==> src/rtl/ram_fill_writer.sv <==
// rtl/ram_fill_writer.sv - fills a block RAM from an input stream, reads it back and compares checksums
module ram_fill_writer #(
    parameter int ADDR_WIDTH   = 10,
    parameter int DATA_WIDTH   = 16,
    parameter int DEPTH        = 10,
    parameter int READ_LATENCY = 2
) (
    input  logic                  clk,
    input  logic                  rst,
    input  logic                  start,
    input  logic                  in_valid,
    output logic                  in_ready,
    input  logic [DATA_WIDTH-1:0] in_data,
    output logic                  ram_we,
    output logic [ADDR_WIDTH-1:0] ram_waddr,
    output logic [DATA_WIDTH-1:0] ram_wdata,
    output logic [ADDR_WIDTH-1:0] ram_raddr,
    input  logic [DATA_WIDTH-1:0] ram_rdata,
    output logic                  busy,
    output logic                  done,
    output logic                  pass,
    output logic [DATA_WIDTH-1:0] checksum
);

    localparam logic [2:0] S_IDLE  = 3'd0;
    localparam logic [2:0] S_WRITE = 3'd1;
    localparam logic [2:0] S_READ  = 3'd2;
    localparam logic [2:0] S_DRAIN = 3'd3;
    localparam logic [2:0] S_DONE  = 3'd4;

    localparam logic [ADDR_WIDTH-1:0] LAST_ADDR = ADDR_WIDTH'(DEPTH - 1);
    localparam logic [ADDR_WIDTH-1:0] ADDR_ONE  = ADDR_WIDTH'(1);

    logic [2:0]              state_q,   state_d;
    logic [ADDR_WIDTH-1:0]   wr_addr_q, wr_addr_d;
    logic [ADDR_WIDTH-1:0]   rd_addr_q, rd_addr_d;
    logic [DATA_WIDTH-1:0]   wr_sum_q,  wr_sum_d;
    logic [DATA_WIDTH-1:0]   rd_sum_q,  rd_sum_d;
    logic                    we_q,      we_d;
    logic [ADDR_WIDTH-1:0]   waddr_q,   waddr_d;
    logic [DATA_WIDTH-1:0]   wdata_q,   wdata_d;
    logic [ADDR_WIDTH-1:0]   raddr_q,   raddr_d;
    logic                    issue_q,   issue_d;
    logic [READ_LATENCY-1:0] vpipe_q,   vpipe_d;
    logic                    pipe_empty;

    // issue_q marks the cycle raddr is presented; the pipe then counts READ_LATENCY
    // cycles so its last stage lines up with valid ram_rdata.
    assign pipe_empty = !issue_q && (vpipe_q == '0);

    always_comb begin
        state_d   = state_q;
        wr_addr_d = wr_addr_q;
        rd_addr_d = rd_addr_q;
        wr_sum_d  = wr_sum_q;
        rd_sum_d  = rd_sum_q;
        we_d      = 1'b0;
        waddr_d   = waddr_q;
        wdata_d   = wdata_q;
        raddr_d   = raddr_q;
        issue_d   = 1'b0;
        vpipe_d   = '0;

        vpipe_d[0] = issue_q;
        for (int i = 1; i < READ_LATENCY; i++) begin
            vpipe_d[i] = vpipe_q[i-1];
        end

        if (vpipe_q[READ_LATENCY-1]) begin
            rd_sum_d = rd_sum_q + ram_rdata;
        end

        case (state_q)
            S_IDLE, S_DONE: begin
                if (start) begin
                    state_d   = S_WRITE;
                    wr_addr_d = '0;
                    rd_addr_d = '0;
                    wr_sum_d  = '0;
                    rd_sum_d  = '0;
                    vpipe_d   = '0;
                end
            end
            S_WRITE: begin
                if (in_valid) begin
                    we_d     = 1'b1;
                    waddr_d  = wr_addr_q;
                    wdata_d  = in_data;
                    wr_sum_d = wr_sum_q + in_data;
                    if (wr_addr_q == LAST_ADDR) begin
                        state_d = S_READ;
                    end else begin
                        wr_addr_d = wr_addr_q + ADDR_ONE;
                    end
                end
            end
            S_READ: begin
                raddr_d = rd_addr_q;
                issue_d = 1'b1;
                if (rd_addr_q == LAST_ADDR) begin
                    state_d = S_DRAIN;
                end else begin
                    rd_addr_d = rd_addr_q + ADDR_ONE;
                end
            end
            S_DRAIN: begin
                if (pipe_empty) begin
                    state_d = S_DONE;
                end
            end
            default: begin
                state_d = S_IDLE;
            end
        endcase
    end

    always_ff @(posedge clk) begin
        if (rst) begin
            state_q   <= S_IDLE;
            wr_addr_q <= '0;
            rd_addr_q <= '0;
            wr_sum_q  <= '0;
            rd_sum_q  <= '0;
            we_q      <= 1'b0;
            waddr_q   <= '0;
            wdata_q   <= '0;
            raddr_q   <= '0;
            issue_q   <= 1'b0;
            vpipe_q   <= '0;
        end else begin
            state_q   <= state_d;
            wr_addr_q <= wr_addr_d;
            rd_addr_q <= rd_addr_d;
            wr_sum_q  <= wr_sum_d;
            rd_sum_q  <= rd_sum_d;
            we_q      <= we_d;
            waddr_q   <= waddr_d;
            wdata_q   <= wdata_d;
            raddr_q   <= raddr_d;
            issue_q   <= issue_d;
            vpipe_q   <= vpipe_d;
        end
    end

    assign in_ready  = (state_q == S_WRITE);
    assign busy      = (state_q == S_WRITE) || (state_q == S_READ) || (state_q == S_DRAIN);
    assign done      = (state_q == S_DONE);
    assign pass      = done && (rd_sum_q == wr_sum_q);
    assign checksum  = done ? wr_sum_q : '0;
    assign ram_we    = we_q;
    assign ram_waddr = waddr_q;
    assign ram_wdata = wdata_q;
    assign ram_raddr = raddr_q;

endmodule

==> config.mk <==
export PLATFORM = sky130hd
export DESIGN_NAME = ram_fill_writer
export DESIGN_NICKNAME = d
export VERILOG_FILES = /design/src/rtl/ram_fill_writer.sv
export SDC_FILE = /design/constraint.sdc
export NUM_CORES = 1
export LEC_CHECK = 0
export ABC_AREA = 0
export CAP_MARGIN = 20
export CORE_ASPECT_RATIO = 1.1
export CORE_MARGIN = 2
export CORE_UTILIZATION = 58
export CTS_CLUSTER_SIZE = 28
export DETAILED_ROUTE_END_ITERATION = 7
export HOLD_SLACK_MARGIN = 0.05
export PLACE_DENSITY = 0.86
export SYNTH_ARGS = -nofsm -noshare
export SYNTH_HDL_FRONTEND = slang
export SYNTH_SLANG_ARGS = --single-unit
==> constraint.sdc <==
create_clock -name clk -period 5.2 [get_ports clk]
set_clock_uncertainty 0.05 [all_clocks]
set_input_delay 1.04 -clock clk [delete_from_list [all_inputs] [get_ports clk]]
set_output_delay 1.04 -clock clk [all_outputs]
set_load 0.01 [all_outputs]
* Yosys cells after proc, flatten, opt, wreduce, memory -nomap -nowiden
Cells that the tools add are included.
** Operators by class
- Add/sub/neg operators :: 4
- Equality and inequality tests :: 14
- Muxes and demuxes :: 23
- Bitwise logic cells :: 1
- Reduce and logical (&&, ||, !) cells :: 16
** Operator list (number)
- two-way mux 16 bit :: 6
- two-way mux 10 bit :: 4
- one-hot mux 10 bit (2 select lines) :: 2
- adder 16 bit :: 2
- one-hot mux 16 bit (2 select lines) :: 1
- adder 10 x 1 -> 10 bit, second input constant :: 2
- == test 10 x 4 -> 1 bit, second input constant :: 2
- == test 16 bit :: 1
- two-way mux 3 bit :: 5
- inequality test 2 bit, second input constant :: 6
- one-hot mux 3 bit (4 select lines) :: 1
- == test 3 x 2 -> 1 bit, second input constant :: 2
- AND reduction 3 bit :: 2
- AND reduction 5 bit :: 1
- two-way mux 2 bit :: 2
- AND reduction 4 bit :: 1
- nonzero test 2 bit :: 2
- OR reduction 2 bit :: 2
- == test 3 x 1 -> 1 bit, second input constant :: 1
- == test 3 bit, second input constant :: 1
- zero test 3 bit :: 1
- logical AND 1 bit :: 2
- zero test 2 bit :: 1
- logical OR 1 bit :: 2
- 5 further kinds :: 6
** Storage, ports and cells
- Bits in registers :: 95
- Bits of input ports :: 36
- Output and inout port bits :: 57
- Word-level logic and storage cells :: 69

* Depth between registers and ports, before layout
- Depth in word-level cells :: 4
- Gate-level depth with buffers :: 9
- Depth with buffers taken out :: 8

* Worst setup path after synthesis
OpenSTA, ideal clock, no wires.
- Kind :: in2reg
- Start point :: in in_data[0]
- End point :: reg wr_sum_q[12]
- Library setup time :: 0.063 ns
- Arrival :: 2.817 ns
- Required time :: 5.087 ns
- Slack :: 2.270 ns
- Stages on the path :: 8
- Path buffers :: 0
- Cell sequence :: ha_1 fa_1 a211oi_2 o21bai_1 a21oi_2 o21bai_1 or4_1 nand3_1
** Between the ends
- Longest elaborated chain between the ends :: 3
** RTL lines
- from (decl) :: line 13 : input logic [DATA_WIDTH-1:0] in_data,
- adder 16 bit :: line 89 : wr_sum_d = wr_sum_q + in_data;
- two-way mux 16 bit :: line 85 : if (in_valid) begin
- one-hot mux 16 bit (2 select lines) :: line 73 : case (state_q)
- to (signal assigned) :: line 134 : wr_sum_q <= wr_sum_d;
- to (decl) :: line 37 : logic [DATA_WIDTH-1:0] wr_sum_q, wr_sum_d;
Every way passes these cells. The select of a mux whose other input is x is not followed.
A chain may end at the register's enable or synchronous reset.

* Worst setup path in the final report
- Start point :: reg state_q[1]
- End point :: out pass
** Between the ends
- Longest elaborated chain between the ends :: 2
** RTL lines
- from (decl) :: line 34 : logic [2:0] state_q, state_d;
- from (signal assigned) :: line 131 : state_q <= state_d;
- == test 3 bit :: line 147 : assign done = (state_q == S_DONE);
- logical AND 1 bit :: line 148 : assign pass = done && (rd_sum_q == wr_sum_q);
- to (decl) :: line 21 : output logic pass,
Every way passes these cells.

==> results.tsv <==
stage	metric	value	unit
yosys	synth_area	5400	um^2
layout	area_growth	20.9	%
layout	multiInputGateArea	3310	um^2
outcome	status	finished clean	
worst_setup_path	crit_arrival	2.82	ns
floorplan	placementRows	36	
yosys	ys_seq_area_share	35.2	%
yosys	ys.flop_type	dfxtp_1	
worst_setup_path	reg2reg_slack	2.63	ns
clocking	htree_levels	3	
layout	fillers	698	
yosys	synthDistinctLibCells	60	
global_routing	grt_pass1_vias	4727	
global_routing	grt_pass1_wl	22400	um
clocking	hold_buffers	0	
worst_setup_path	startpoint	state_q[1]	
clocking	clock_sinks	95	
worst_hold_path	min_path_type	reg -> reg	
timing	fin_setup_tns	0	ns
route	routed_wl	13900	um
place	post-dp-hpwl	10200	um
worst_setup_path	critical_path_class	reg -> out	
route	drc	0	
timing	max_freq	0.256	GHz
power_and_ir_drop	p_leak	2.60	nW
place	place_congestion	0.974	
global_routing	grt_max_degree	58	
power_and_ir_drop	irDropWorstVdd	0.219	mV
route	drtIter0Drc	208	
timing	period_needed	3.91	ns
clocking	clk_pin_slew_worst_paths	0.10	ns
route	post_drt_wl_per_cell	16.5	um
layout	drive_gt1_share	4.66	%
flow_run	cap_viol_max_count	0	
layout	final_nets	796	
floorplan	die_h	105	um
worst_setup_path	endpoint_kind	output port	
timing	rsz0062_at_grt	false	
yosys	yosysTopAreaCell	dfxtp_1	
global_routing	track_usage	28.1	%
yosys	synthTopCellsByArea	dfxtp_1 35%, ha_1 7.9%, nand2_1 7.2%	
timing	maxSlewHeadroom	30.6	%
floorplan	start_util	60.2	%
worst_setup_path	worstSetupStartpointType	flip-flop	
route	postRouteAntennaNets	0	
layout	layoutNonFillerInstCount	843	
yosys	async_reset_ff_share	0	%
timing	worst_slew_pin_slew	1.04	ns
layout	register_area	1900	um^2
yosys	avgSynthCellArea	8.30	um^2
yosys	syn_inst	650	
timing	drv_slew	0	
yosys	synth_top_area_share	35.2	%
clocking	clock-root-buffer	clkbuf_8	
worst_setup_path	timing.rr.start	state_q[1]	
worst_setup_path	crit_required	4.11	ns
worst_setup_path	r2r-end	rd_sum_q[14]	
worst_setup_path	reg2regPathDepth	6	
timing	hold_viol_final	0	
clocking	cts_inserted_buffers	9	
yosys	synth_edf_count	0	
place	numPortBuffers	92	
route	vias	5017	
layout	antenna_cells	0	
yosys	syn_nets	722	
clocking	clock_latency	0.38	ns
timing	worst_slack	1.29	ns
timing	finalCritPeriodShare	75.2	%
power_and_ir_drop	p_per_area	295	nW/um^2
clocking	postCtsSetupRepairBufs	0	
floorplan	top_level_ports	93	
floorplan	die_x	96.0	um
floorplan	fp.coreArea	8960	um^2
place	pre_cts_slack	1.63	ns
worst_setup_path	cp-endpoint	pass	
clocking	clockBufferDepth	2	
global_routing	grt_overflow	0	
global_routing	antenna_found_initial	0	
floorplan	die_area	10100	um^2
route	dr.pass1.iters	4	
route	via_per_inst	5.95	
worst_setup_path	critPathMaxFanout	20	
yosys	ys_ff_latch	95	
place	dp.cells	826	
timing	setup_violations	0	
clocking	cts_resized	0	
clocking	cts_tree	built	
yosys	yosysWarnings	0	
-- cells in the final DEF, fill, tap and decap left out, drive strengths merged, types with 4 or more instances in the layout --
cell and n:
nand3 11, mux2i 16, and2 4, a21oi 74, nor3 5, nand4 19
clkbuf 10, o21a 5, a22oi 4, dfxtp 95, clkdlybuf4s50 91, nor3b 7
nand2b 5, and3 24, o31ai 4, o21ai 10, inv 10, a22o 7
buf 5, a211oi 7, xnor2 25, nand2 105, nor2 62, clkinvlp 4
xor2 27, nand3b 4, ha 34, a21o 14
-- how the worst min path moves through the flow --
| stage | startpoint | end | slack (ns) | depth (start not counted) |
|---|---|---|---|---|
| after CTS | ram_waddr[7] | ram_waddr[7] | 0.41 | 2 |
| after floorplan | vpipe_q[0] | vpipe_q[1] | 0.38 | 1 |
| final | ram_raddr[1] | ram_raddr[1] | 0.41 | 2 |
| after global routing | ram_waddr[8] | ram_waddr[8] | 0.43 | 2 |
| after detailed placement | issue_q | vpipe_q[0] | 0.39 | 1 |
| after global placement | issue_q | vpipe_q[0] | 0.39 | 1 |
-- Yosys cell counts, types with 4 or more instances --
library cell and instances:
nand2b_1 5, a22o_1 7, a21oi_1 71, clkbuf_1 21, nor3b_1 6, a211oi_1 4
o21ai_0 10, ha_1 34, a22oi_1 4, mux2i_1 16, dfxtp_1 95, o21a_1 5
and2_1 4, a21o_1 14, xnor2_1 25, nand3b_1 4, o31ai_1 4, buf_2 6
nor2_1 62, inv_1 9, and3_1 24, nand4_1 19, xor2_1 27, nor3_1 5
nand3_1 11, nand2_1 104
-- worst max-delay path, cell delays in order (launching register included) --
cell and delay (ns):
dfxtp_1 0.46, nor2_1 0.83, and2_1 0.27, nand2_1 0.06
nor4_1 0.22, clkdlybuf4s50_1 0.60
-- metrics by stage --
| stage | hold slack [ns] | power, mW | instance area, um^2 | util (%) |
|---|---|---|---|---|
| after floorplan | 0.381 | 1.28 | 5400 | - |
| after global placement | 0.389 | 1.44 | 6330 | 70.6 |
| after detailed placement | 0.392 | 1.46 | 6330 | 70.6 |
| after CTS | 0.412 | 1.91 | 6510 | 72.6 |
| after global routing | 0.434 | 2.02 | 6530 | 72.8 |
| final | 0.410 | 1.92 | 6530 | 72.8 |
-- where the power goes --
part	switching (mW)	internal, mW	total [mW]
clock	0.283	0.188	0.470
combinational	0.370	0.243	0.613
sequential	0.0669	0.775	0.842
-- registers in the layout (all words and copies together), names as in the netlist --
register	cells
vpipe_q	2
wr_addr_q	10
ram_raddr	10
rd_addr_q	10
state_q	3
ram_waddr	10
issue_q	1
ram_we	1
ram_wdata	16
wr_sum_q	16
rd_sum_q	16
-- cells by family after synthesis --
group / share of synthesized area, %
AOI/OAI and AO/OA: 18.0
xor gates and xnor gates: 8.44
adders and majority gates: 8.63
buffers and inverters: 3.48
DFF: 35.2
muxes: 3.18
and+or+nand+nor: 23.0
-- area by class of cell --
cell class / instances / area share (%)
inverters: 9 / 0.518
clock buffers: 10 / 2.11
multi-input cells: 513 / 50.8
repair buffers: 96 / 14.6
clock inverters: 6 / 0.671
flip-flops and latches: 95 / 29.1
well taps: 114 / 2.19
-- per-layer routing --
| layer | GRT usage [%] | wire [um] |
|---|---|---|
| met1 | 35.1 | 5870 |
| met2 | 46.1 | 6890 |
| met3 | 6.92 | 775 |
| met4 | 10.5 | 373 |
| met5 | 0 | 0 |
No activity file was read; power rests on OpenSTA's default activity.
